$ cat src/rtl/fetch_stage_pkg.sv
// rtl/fetch_stage_pkg.sv - shared constants for the instruction-fetch stage
//
// Purpose: reset/exception PC values, legal instruction-memory window,
//          fetch exception code and PCSrc encodings used by fetch and decode.
package fetch_stage_pkg;

  localparam logic [31:0] PC_RESET  = 32'h0000_3000;
  localparam logic [31:0] EXC_ENTRY = 32'h0000_4180;
  localparam logic [31:0] IM_LO     = 32'h0000_3000;
  localparam logic [31:0] IM_HI     = 32'h0000_6FFC;

  localparam int          EXC_W     = 5;
  localparam logic [4:0]  EXC_NONE  = 5'd0;
  localparam logic [4:0]  EXC_ADEL  = 5'd4;

  // PCSrc encodings driven by decode; 2'd3 is unused and behaves as PC+4.
  localparam logic [1:0]  PCSRC_PC4 = 2'd0;
  localparam logic [1:0]  PCSRC_NPC = 2'd1;
  localparam logic [1:0]  PCSRC_REG = 2'd2;

endpackage

$ cat src/rtl/fetch_stage_fd_reg.sv
// rtl/fetch_stage_fd_reg.sv - F/D pipeline register with reset/flush/stall priority
//
// Purpose: registers the fetched instruction, PC+4 and fetch exception code
//          for decode. Priority: reset, flush, stall (hold), load.
// Ports:
//   i_clk, i_reset       clock, synchronous active-high reset
//   i_flush, i_stall     flush to a nop bubble / hold current contents
//   i_instr, i_pc4, i_exc   values loaded when neither flushing nor stalled
//   o_instr, o_pc4, o_exc   registered outputs
module fd_reg
  import fetch_stage_pkg::*;
(
  input  logic             i_clk,
  input  logic             i_reset,
  input  logic             i_flush,
  input  logic             i_stall,
  input  logic [31:0]      i_instr,
  input  logic [31:0]      i_pc4,
  input  logic [EXC_W-1:0] i_exc,
  output logic [31:0]      o_instr,
  output logic [31:0]      o_pc4,
  output logic [EXC_W-1:0] o_exc
);

  logic [31:0]      r_instr;
  logic [31:0]      r_pc4;
  logic [EXC_W-1:0] r_exc;

  always_ff @(posedge i_clk) begin
    if (i_reset || i_flush) begin
      r_instr <= 32'd0;
      r_pc4   <= 32'd0;
      r_exc   <= EXC_NONE;
    end else if (!i_stall) begin
      r_instr <= i_instr;
      r_pc4   <= i_pc4;
      r_exc   <= i_exc;
    end
  end

  assign o_instr = r_instr;
  assign o_pc4   = r_pc4;
  assign o_exc   = r_exc;

endmodule

$ cat src/rtl/fetch_stage.sv
// rtl/fetch_stage.sv - MIPS instruction-fetch stage: PC, next-PC select, AdEL check, F/D register
//
// Purpose: holds the PC, picks the next PC from decode redirects and CP0
//          exception/eret controls, flags illegal fetch addresses as AdEL and
//          feeds decode through the F/D register.
// Ports:
//   Clk, Reset          clock, synchronous active-high reset
//   InstrF              instruction word read combinationally from IM at PCF
//   PCSrc, NPCOut, ForwardD1   decode redirect request and targets
//   Stall               hold PC and F/D register
//   ExcEnter, Eret, EPC CP0 exception entry / exception return
//   PCF                 current fetch address
//   InstrD, PC4D, ExcCodeD   registered outputs to decode
module fetch_stage #(
  parameter logic [31:0] PC_RESET  = fetch_stage_pkg::PC_RESET,
  parameter logic [31:0] EXC_ENTRY = fetch_stage_pkg::EXC_ENTRY,
  parameter logic [31:0] IM_LO     = fetch_stage_pkg::IM_LO,
  parameter logic [31:0] IM_HI     = fetch_stage_pkg::IM_HI
) (
  input  logic        Clk,
  input  logic        Reset,
  input  logic [31:0] InstrF,
  input  logic [1:0]  PCSrc,
  input  logic [31:0] NPCOut,
  input  logic [31:0] ForwardD1,
  input  logic        Stall,
  input  logic        ExcEnter,
  input  logic        Eret,
  input  logic [31:0] EPC,
  output logic [31:0] PCF,
  output logic [31:0] InstrD,
  output logic [31:0] PC4D,
  output logic [6:2]  ExcCodeD
);

  import fetch_stage_pkg::*;

  logic [31:0]      r_pc;
  logic [31:0]      w_pc4;
  logic [31:0]      w_next_pc;
  logic             w_adel;
  logic             w_flush;
  logic [31:0]      w_instr_in;
  logic [EXC_W-1:0] w_exc_in;
  logic [EXC_W-1:0] w_exc_out;

  assign w_pc4 = r_pc + 32'd4;

  // Bad targets are not rejected here; they surface as AdEL on the fetch itself.
  assign w_adel = (r_pc[1:0] != 2'b00) || (r_pc < IM_LO) || (r_pc > IM_HI);

  always_comb begin
    w_next_pc = w_pc4;
    case (PCSrc)
      PCSRC_NPC: w_next_pc = NPCOut;
      PCSRC_REG: w_next_pc = ForwardD1;
      default:   w_next_pc = w_pc4;
    endcase
  end

  always_ff @(posedge Clk) begin
    if (Reset) begin
      r_pc <= PC_RESET;
    end else if (ExcEnter) begin
      r_pc <= EXC_ENTRY;
    end else if (Eret) begin
      r_pc <= EPC;
    end else if (!Stall) begin
      r_pc <= w_next_pc;
    end
  end

  assign w_flush    = ExcEnter || Eret;
  assign w_instr_in = w_adel ? 32'd0 : InstrF;
  assign w_exc_in   = w_adel ? EXC_ADEL : EXC_NONE;

  fd_reg u_fd_reg (
    .i_clk   (Clk),
    .i_reset (Reset),
    .i_flush (w_flush),
    .i_stall (Stall),
    .i_instr (w_instr_in),
    .i_pc4   (w_pc4),
    .i_exc   (w_exc_in),
    .o_instr (InstrD),
    .o_pc4   (PC4D),
    .o_exc   (w_exc_out)
  );

  assign PCF      = r_pc;
  assign ExcCodeD = w_exc_out;

endmodule

$ cat config.mk
export PLATFORM = sky130hd
export DESIGN_NAME = fetch_stage
export DESIGN_NICKNAME = d
export VERILOG_FILES = /design/src/rtl/fetch_stage_pkg.sv /design/src/rtl/fetch_stage_fd_reg.sv /design/src/rtl/fetch_stage.sv
export SDC_FILE = /design/constraint.sdc
export NUM_CORES = 1
export LEC_CHECK = 0
export ABC_AREA = 1
export CORE_ASPECT_RATIO = 0.6
export CORE_MARGIN = 5
export CORE_UTILIZATION = 42
export DETAILED_ROUTE_END_ITERATION = 8
export GPL_ROUTABILITY_DRIVEN = 1
export PLACE_DENSITY = 0.81
export SLEW_MARGIN = 20
export SYNTH_ARGS = -nofsm -noshare
export SYNTH_HDL_FRONTEND = slang
export SYNTH_SLANG_ARGS = --single-unit
$ cat constraint.sdc
create_clock -name Clk -period 1.9 [get_ports Clk]
set_input_delay 0.38 -clock Clk [delete_from_list [all_inputs] [get_ports Clk]]
set_output_delay 0.38 -clock Clk [all_outputs]
set_load 0.05 [all_outputs]
; ---- Word-level counts from Yosys, hierarchy flattened
; Index checks and enable logic that the tools add are counted.
[totals]
ff_bits = 101
in_bits = 135
out_inout_bits = 101
elab_cells = 24
[op_classes]
n_addsub = 1
magnitude_cmp = 2
eq_ne = 4
muxes = 6
n_reduce_logical = 6
[ops]
columns = operator, count
row1 = two-way mux 32 bit, 3
row2 = case mux 32 bit (2 select lines), 1
row3 = adder 32 x 3 -> 32 bit (second input constant), 1
row4 = > comparator 32 x 15 -> 1 bit (second input constant), 1
row5 = less-than comparator 32 x 14 -> 1 bit (second input constant), 1
row6 = two-way mux 15 bit, 1
row7 = logical OR 1 bit, 4
row8 = two-way mux 3 bit, 1
row9 = inequality test 3 x 1 -> 1 bit (second input constant), 1
row10 = == test 2 x 1 -> 1 bit (second input constant), 1
row11 = == test 2 bit (second input constant), 1
row12 = inequality test 2 x 1 -> 1 bit (second input constant), 1
row13 = nonzero test 2 bit, 1
row14 = OR reduction 2 bit, 1

; ---- Logic depth before layout (Yosys ltp)
[logic_depth]
word_depth = 5
ltp_mapped = 10
ltp_nobuf = 10

; ---- Cells and area by module
; From an unflattened synthesis, not the netlist that was laid out.
[hier_totals]
hier_cells = 1003
hier_area_um2 = 6048.3
[modules_own_cells]
columns = module, n_inst, cells_each, area_each_um2, seq_area_each_um2
row1 = fetch_stage, 1, 566, 3226.8, 640.6
row2 = fd_reg, 1, 437, 2821.5, 1381.3

; ---- Worst setup path after synthesis
; No wires, ideal clock.
[synth_path]
kind = register -> register
startpoint = register r_pc[2] (netlist: PCF[2])
endpoint = register u_fd_reg.r_pc4[20] (netlist: u_fd_reg.o_pc4[20])
setup_ps = 115
t_arrival_ps = 1735
t_required_ps = 1785
path_slack_ps = 49
path_stages_with_launch = 11
n_path_buf = 0
period_less_slack_ps = 1851
path_cell_list = dfxtp_1 -> ha_1 -> inv_1 -> nor2_2 -> nand2_4 -> nor2_4 -> nand2_1 -> nand2_1 -> nand2_1 -> o21ai_0 -> inv_1
[synth_between]
elab_chain_len = 1
[synth_rtl]
columns = item, line_no
row1 = start: declaration, fetch_stage.sv:38  ; logic [31:0] r_pc;
row2 = start signal: assignment, fetch_stage.sv:69  ; r_pc <= w_next_pc;
row3 = adder 32 x 3 -> 32 bit, fetch_stage.sv:47  ; assign w_pc4 = r_pc + 32'd4;
row4 = end signal: assignment, fetch_stage_fd_reg.sv:36  ; r_pc4 <= i_pc4;
row5 = end: declaration, fetch_stage_fd_reg.sv:26  ; logic [31:0] r_pc4;
; Every way passes these cells.
; A chain may end at the register's enable or synchronous reset.

; ---- Final worst setup path
[layout_path]
startpoint = register u_fd_reg.r_instr[14] (netlist: u_fd_reg.o_instr[14])
endpoint = output InstrD[14]
[layout_rtl]
columns = item, line_no
row1 = start: declaration, fetch_stage_fd_reg.sv:25  ; logic [31:0] r_instr;
row2 = start signal: assignment, fetch_stage_fd_reg.sv:35  ; r_instr <= i_instr;
row3 = end: declaration, fetch_stage.sv:31  ; output logic [31:0] InstrD,
; No word-level cell between the ends.

==> out/metrics.cfg <==
[run_status]
status=complete, no violations

[setup_path]
crit_start=u_fd_reg.o_instr[14]
cp.required_ns=1.52
critPathTopFamily=buffers and inverters
worst_path_max_delay_cell=clkdlybuf4s50_1
critical_path_buf_inv_count=1
worstSetupPathDepth=1
crit_path_end=InstrD[14]
cp-end-kind=output port
cp.arrival_ns=1.50
cp_slowest_stage_delay_ns=0.81
cp-start-kind=flip-flop
cp_max_fo=2
reg2reg_to=PCF[15]
critPathKind=reg2out
r2r_start=PCF[4]
path_cells=clkdlybuf4s50_1
ff2ff_path_depth=7
r2r_setup_slack_ns=0.11

[flow_run]
cap_violations=0

[global_route]
grt_max_degree=55
antenna_found_initial=0
gr-total-overflow=0
first_global_vias=5623
grt.total_usage_pct=26.16
grt_pass1_wl_um=30370

[power]
leakagePower_nw=3.786
irDropWorstVdd_mv=0.3732
power_density_mw_per_mm2=636.5
total_power_mw=5.147

[sta]
maxSlewHeadroom_pct=63.16
period_needed_ns=1.875
hold_ws_ns=0.3894
max_freq_ghz=0.5333
tightest_slew_ns=0.5526
hold_violations=0
finClkSkew_ns=0.004390
finalSetupViolCount=0
fin_crit_sh_pct=98.68
drv_slew=0

[synthesis]
syn_area_sq_mm=0.005240
syn_inst=804
synth_top_area_share_pct=37.06
yosys_warnings=0
yosysTopAreaCell=dfxtp_1
synth_seq_area_share_pct=37.06
synth_common_cells=nand2_1, nor2_1, dfxtp_1
ys_ff_latch=97
async_flop_share_pct=0
synth_area_leaders=dfxtp_1, nand2_1, a21oi_1, nor2_1, o21ai_0
yosysMostFrequentCell=nand2_1
ys_types=34
synthFlopType=dfxtp_1
avgSynthCellArea_sq_um=6.517
synth_edf_count=0

[clocking]
cts_buffer_depth=2
cts_tree=done
postCtsSetupRepairBufs=0
clock_latency_ns=0.35
cts_max_level=3
cts.sinks=97
cts_made_buffers=9
root_buffer=clkbuf_16
clk_pin_slew_ns=0.07

[floorplanning]
start_util_pct=43.16
io_pins=236
rows=31
core_area_sq_mm=0.01214
die_w_um=154.2
fp.dieH_um=96.52
dieArea_sq_mm=0.01488

[routing]
num_vias=6149
ant_nets=0
dr.pass1.iters=5
routedWlPerCell_um=16.94
remaining_drc_errors=0
wirelength_um=20470
viasPerCell=5.090
drt_iter0_markers=529

[cells_and_area]
fin_cells=1208
antennaDiodeCount=0
areaGrowthSynthToFinish_pct=54.35
fin_area_sq_mm=0.008088
final_nets=1176
drive_above_1_share_pct=14.19

[place]
dpl.hpwl_um=16500
dp.cells=1192
place_area_sq_mm=0.007740
io_buffers=231
routabilityCongestion=1.025

[min_path]
hp-class=in2reg

==> metrics by stage <==
step	setup slack, ns	utilization [%]	TNS, ns
after floorplan	0.04926	-	0
after global placement	-0.1998	63.75	-4.232
after detailed placement	-0.2458	63.75	-5.392
after CTS	0.001218	66.15	0
after global routing	-0.001509	66.62	-0.001509
final	0.02499	66.62	0
==> worst min-delay path by stage <==
stage / start / endpoint / slack (ns) / cells after the start
after floorplan: flip-flop / u_fd_reg.o_pc4[0] / 0.46 / 2
after global placement: u_fd_reg.o_instr[19] / u_fd_reg.o_instr[19] / 0.45 / 2
after detailed placement: u_fd_reg.o_instr[18] / u_fd_reg.o_instr[18] / 0.46 / 2
after CTS: Stall / u_fd_reg.o_pc4[0] / 0.37 / 3
after global routing: Stall / u_fd_reg.o_pc4[0] / 0.39 / 3
final: Stall / u_fd_reg.o_pc4[0] / 0.39 / 3
==> kinds of logic (layout without fill, tap and decap cells) <==
kind of cell               after synthesis  count (layout)  synth area share, %
buffers and inverters                  104             340                8.333
and+or+nand+nor                        391             391                30.40
DFF                                     97              97                37.06
other                                    1               4              0.07156
adders and majority gates                3               3               0.7164
AOI/OAI and AO/OA                      194             194                20.94
xor gates and xnor gates                14              14                2.483
==> metal layers <==
layer	share of wire, %	track usage (%)	wire length [um]	vias to the layer above
li1	-	-	-	3072
met1	45	36.88	9246	2727
met2	40	36.87	8226	325
met3	13	10.95	2659	25
met4	1.6	6.319	333	0
met5	0	0	0	-
==> timing repair <==
action,4_1_cts,5_1_grt
hold buffers,0,0
hold endpoints to repair,0,0
resized for setup,2,22
endpoints found under the setup margin,2,28
==> final cells by class <==
cell class | count | area [sq um]
Clock inverter | 7 | 68.82
Clock buffer | 9 | 225.2
Tap cell | 165 | 206.4
Fill cell | 1066 | 4053
Timing Repair Buffer | 267 | 2545
Multi-Input combinational cell | 606 | 2885
Inverter | 57 | 214.0
Sequential cell | 97 | 1943
==> registers in the layout, indices dropped and copies added, names as in the netlist, named ones only <==
register and count:
u_fd_reg.o_instr 32, u_fd_reg.o_pc4 32, PCF 30, u_fd_reg.o_exc 1
==> where the power goes <==
group	switching, mW	total (mW)	internal [mW]
logic	0.666	1.18	0.516
clock network	0.876	1.81	0.930
registers	0.0730	2.16	2.09
==> cells in the final DEF (no fill, tap or decap), types with 2 or more instances in the layout <==
cell	instances
nor2_1	103
buf_4	96
dfxtp_1	96
clkdlybuf4s50_1	141
nor2_2	8
dlymetal6s2s_1	20
a31oi_1	9
inv_6	2
o21ai_0	60
a21oi_1	90
nand3_1	18
nand3b_1	2
clkinv_4	2
xnor2_1	6
conb_1	4
nand2_1	242
a22o_1	26
xor2_1	7
nand4_1	2
inv_1	55
o21ai_1	3
ha_1	3
inv_8	3
nor2_4	7
nand2_2	6
buf_12	7
inv_2	2
dlygate4sd2_1	2
clkbuf_16	9
(Power assumes the default switching activity.)
==> RTL edit, RTL diff (config.mk and constraints unchanged) <==
Reset style: asynchronous (`Reset`), changed in one clocked block. Comments in the files are not updated.
--- a/src/rtl/fetch_stage.sv
+++ b/src/rtl/fetch_stage.sv
@@ -60,3 +60,3 @@
 
-  always_ff @(posedge Clk) begin
+  always_ff @(posedge Clk or posedge Reset) begin
     if (Reset) begin
Function: differs if Reset is asserted again (counterexample within 4 cycles, from zero or initial values and one cycle with Reset high); with Reset held inactive, the same outputs for 10 cycles.
==> RTL edit against the unedited design <==
Global-route usage decreased by 0.54 points. Total power rose by 13%. Fmax increased by 0.32%. Sequential power grew 5%. Setup slack gained 0.0060 ns. Routed wire length is 0.51% lower. Sequential share of layout area up 1.1 points. Critical path depth is the same. Area after synthesis up 4.4%. Via count shrank 1.7%. Sequential cell count unchanged. Die area rose by 4.0%. Cell area grew 3.5%.
==> RTL edit: results (changes against the unedited design) <==
- Status: finished clean (unchanged)
- Crit Path Max Fanout: 2 (unchanged)
- Met2 Wirelength: 8.221 mm (was 8.226 mm)
- Initial antenna violation count: 0 (unchanged)
- Lkg Pwr: 0.004039 µW (was 0.003786 µW)
- DP Area: 0.007995 mm² (was 0.007740 mm²)
- Synth cell count leaders: nand2_1 (223), nor2_1 (122), dfxtp_1 (65) (was nand2_1 (243), nor2_1 (105), dfxtp_1 (97))
- Synth top area cells: dfxtp_1 (24%), nand2_1 (15%), dfrtp_1 (14%), nor2_1 (8.4%), mux2i_1 (5.9%) (was dfxtp_1 (37%), nand2_1 (17%), a21oi_1 (8.6%), nor2_1 (7.5%), o21ai_0 (5.7%))
- Share of cells above drive strength 1: 0.1537 (was 0.1419)
- Register area share after synthesis: 0.3848 (was 0.3706)
- Number of global-route vias before repair: 5653 (was 5623)
- M1 WL: 9.335 mm (was 9.246 mm)
- DR WL/cell: 16.99 µm (was 16.94 µm)
- Pre-CTS WS: -0.2832 ns (was -0.2458 ns)
- Root buf cell: clkbuf_16 (unchanged)
- Hold crit path type: register to register (was input port to register)
- Max VDD drop: 0.0004393 V (was 0.0003732 V)
- Drt initial violations: 556 (was 529)
- Worst R2R Path Depth: 8 (was 7)
- Yosys cell types: 42 (was 34)
- Tot GR Track Use: 0.2562 (was 0.2616)
- Cell Int Power: 3914 µW (was 3533 µW)
- Non-Filler Instances: 1198 (was 1208)
- Worst Skew: 0.006892 ns (was 0.004390 ns)
- Metal3 WL: 2.629 mm (was 2.659 mm)
- Worst hold stages: 2 (was 3)
- Post-DP HPWL: 16.91 mm (was 16.50 mm)
- Post-synthesis instance total: 780 (was 804)
- Worst-Margin Slew: 0.5248 ns (was 0.5526 ns)
- Yosys Warn Count: 0 (unchanged)
- Clock latency at the later pin of the worst-skew pair: between 0.3 and 0.4 ns
- RePlAce Congestion: 0.9683 (was 1.025)
- First-pass GRT wire length: 31.08 mm (was 30.37 mm)
- Post-synth ARST share: 0.3299 (was 0)
- Vias per cell: 5.043 (was 5.090)
- Largest net degree at the start of global routing: 46 (was 55)
## RTL edit: cell count changes after synthesis, sizes merged, moves of 6 or more
cell | unedited run | this run
nand3 | 19 | 42
dfrtp | 0 | 30
a21oi | 91 | 18
nand2 | 249 | 232
inv | 57 | 68
dfxtp | 97 | 65
o21ai | 63 | 49
mux2i | 0 | 32
buf | 23 | 29
a22o | 26 | 5
a31oi | 9 | 20
clkbuf | 24 | 11
nor2 | 118 | 134
## RTL edit: per-layer routing
layer,up-vias,track usage
met4,0,0.04825
met3,13,0.07972
met1,2702,0.3891
met2,350,0.3568
met5,-,0
li1,2977,-
## RTL edit: per-stage QoR
step	hold slack [ns]	power (µW)
after floorplan	0.4947	3145
after global placement	0.4557	3889
after detailed placement	0.4638	3894
after CTS	0.4751	5820
after global routing	0.5160	6030
final	0.4738	5803
## RTL edit: power groups by stage
stage	clock network [µW]	registers (µW)	logic [µW]
floorplan	0	2590	553
global placement	0	2300	1580
detailed placement	0	2310	1590
CTS	1960	2260	1590
global route	2030	2280	1720
finish	1920	2270	1610
## RTL edit: final timing paths
check	start	end	slack, ns
min in group asynchronous	Reset	PCF[7]	0.58
worst min-delay path	u_fd_reg.o_pc4[3]	u_fd_reg.o_pc4[3]	0.47
max in group asynchronous	Reset	PCF[13]	0.98
worst max-delay path	u_fd_reg.o_instr[31]	InstrD[31]	0.03
worst max register to register	PCF[13]	PCF[17]	0.12
worst min register to register	u_fd_reg.o_pc4[3]	u_fd_reg.o_pc4[3]	0.47
## RTL edit: final cells by class
class                           instances  area (µm²)
Tap cell                              170       212.7
Clock inverter                          6       71.32
Sequential cell                        97        2105
Multi-Input combinational cell        577        2885
Fill cell                            1134        4444
Clock buffer                           10       250.2
Inverter                               69       261.5
Timing Repair Buffer                  269        2582
## RTL edit: what timing repair did
action / CTS / global route
setup endpoints to repair: 2 / 22
hold buffers: 0 / 0
gates resized for setup: 2 / 17
pin swaps: 0 / 0
buffers inserted: 0 / 0
## RTL edit: cell families after synthesis
logic type | synth area share
xor gates and xnor gates | 0.02357
and+or+nand+nor | 0.3150
other | 0.0006857
adders and majority gates | 0.006864
buffers and inverters | 0.09357
AOI/OAI and AO/OA | 0.1169
DFF | 0.3848
muxes | 0.05857
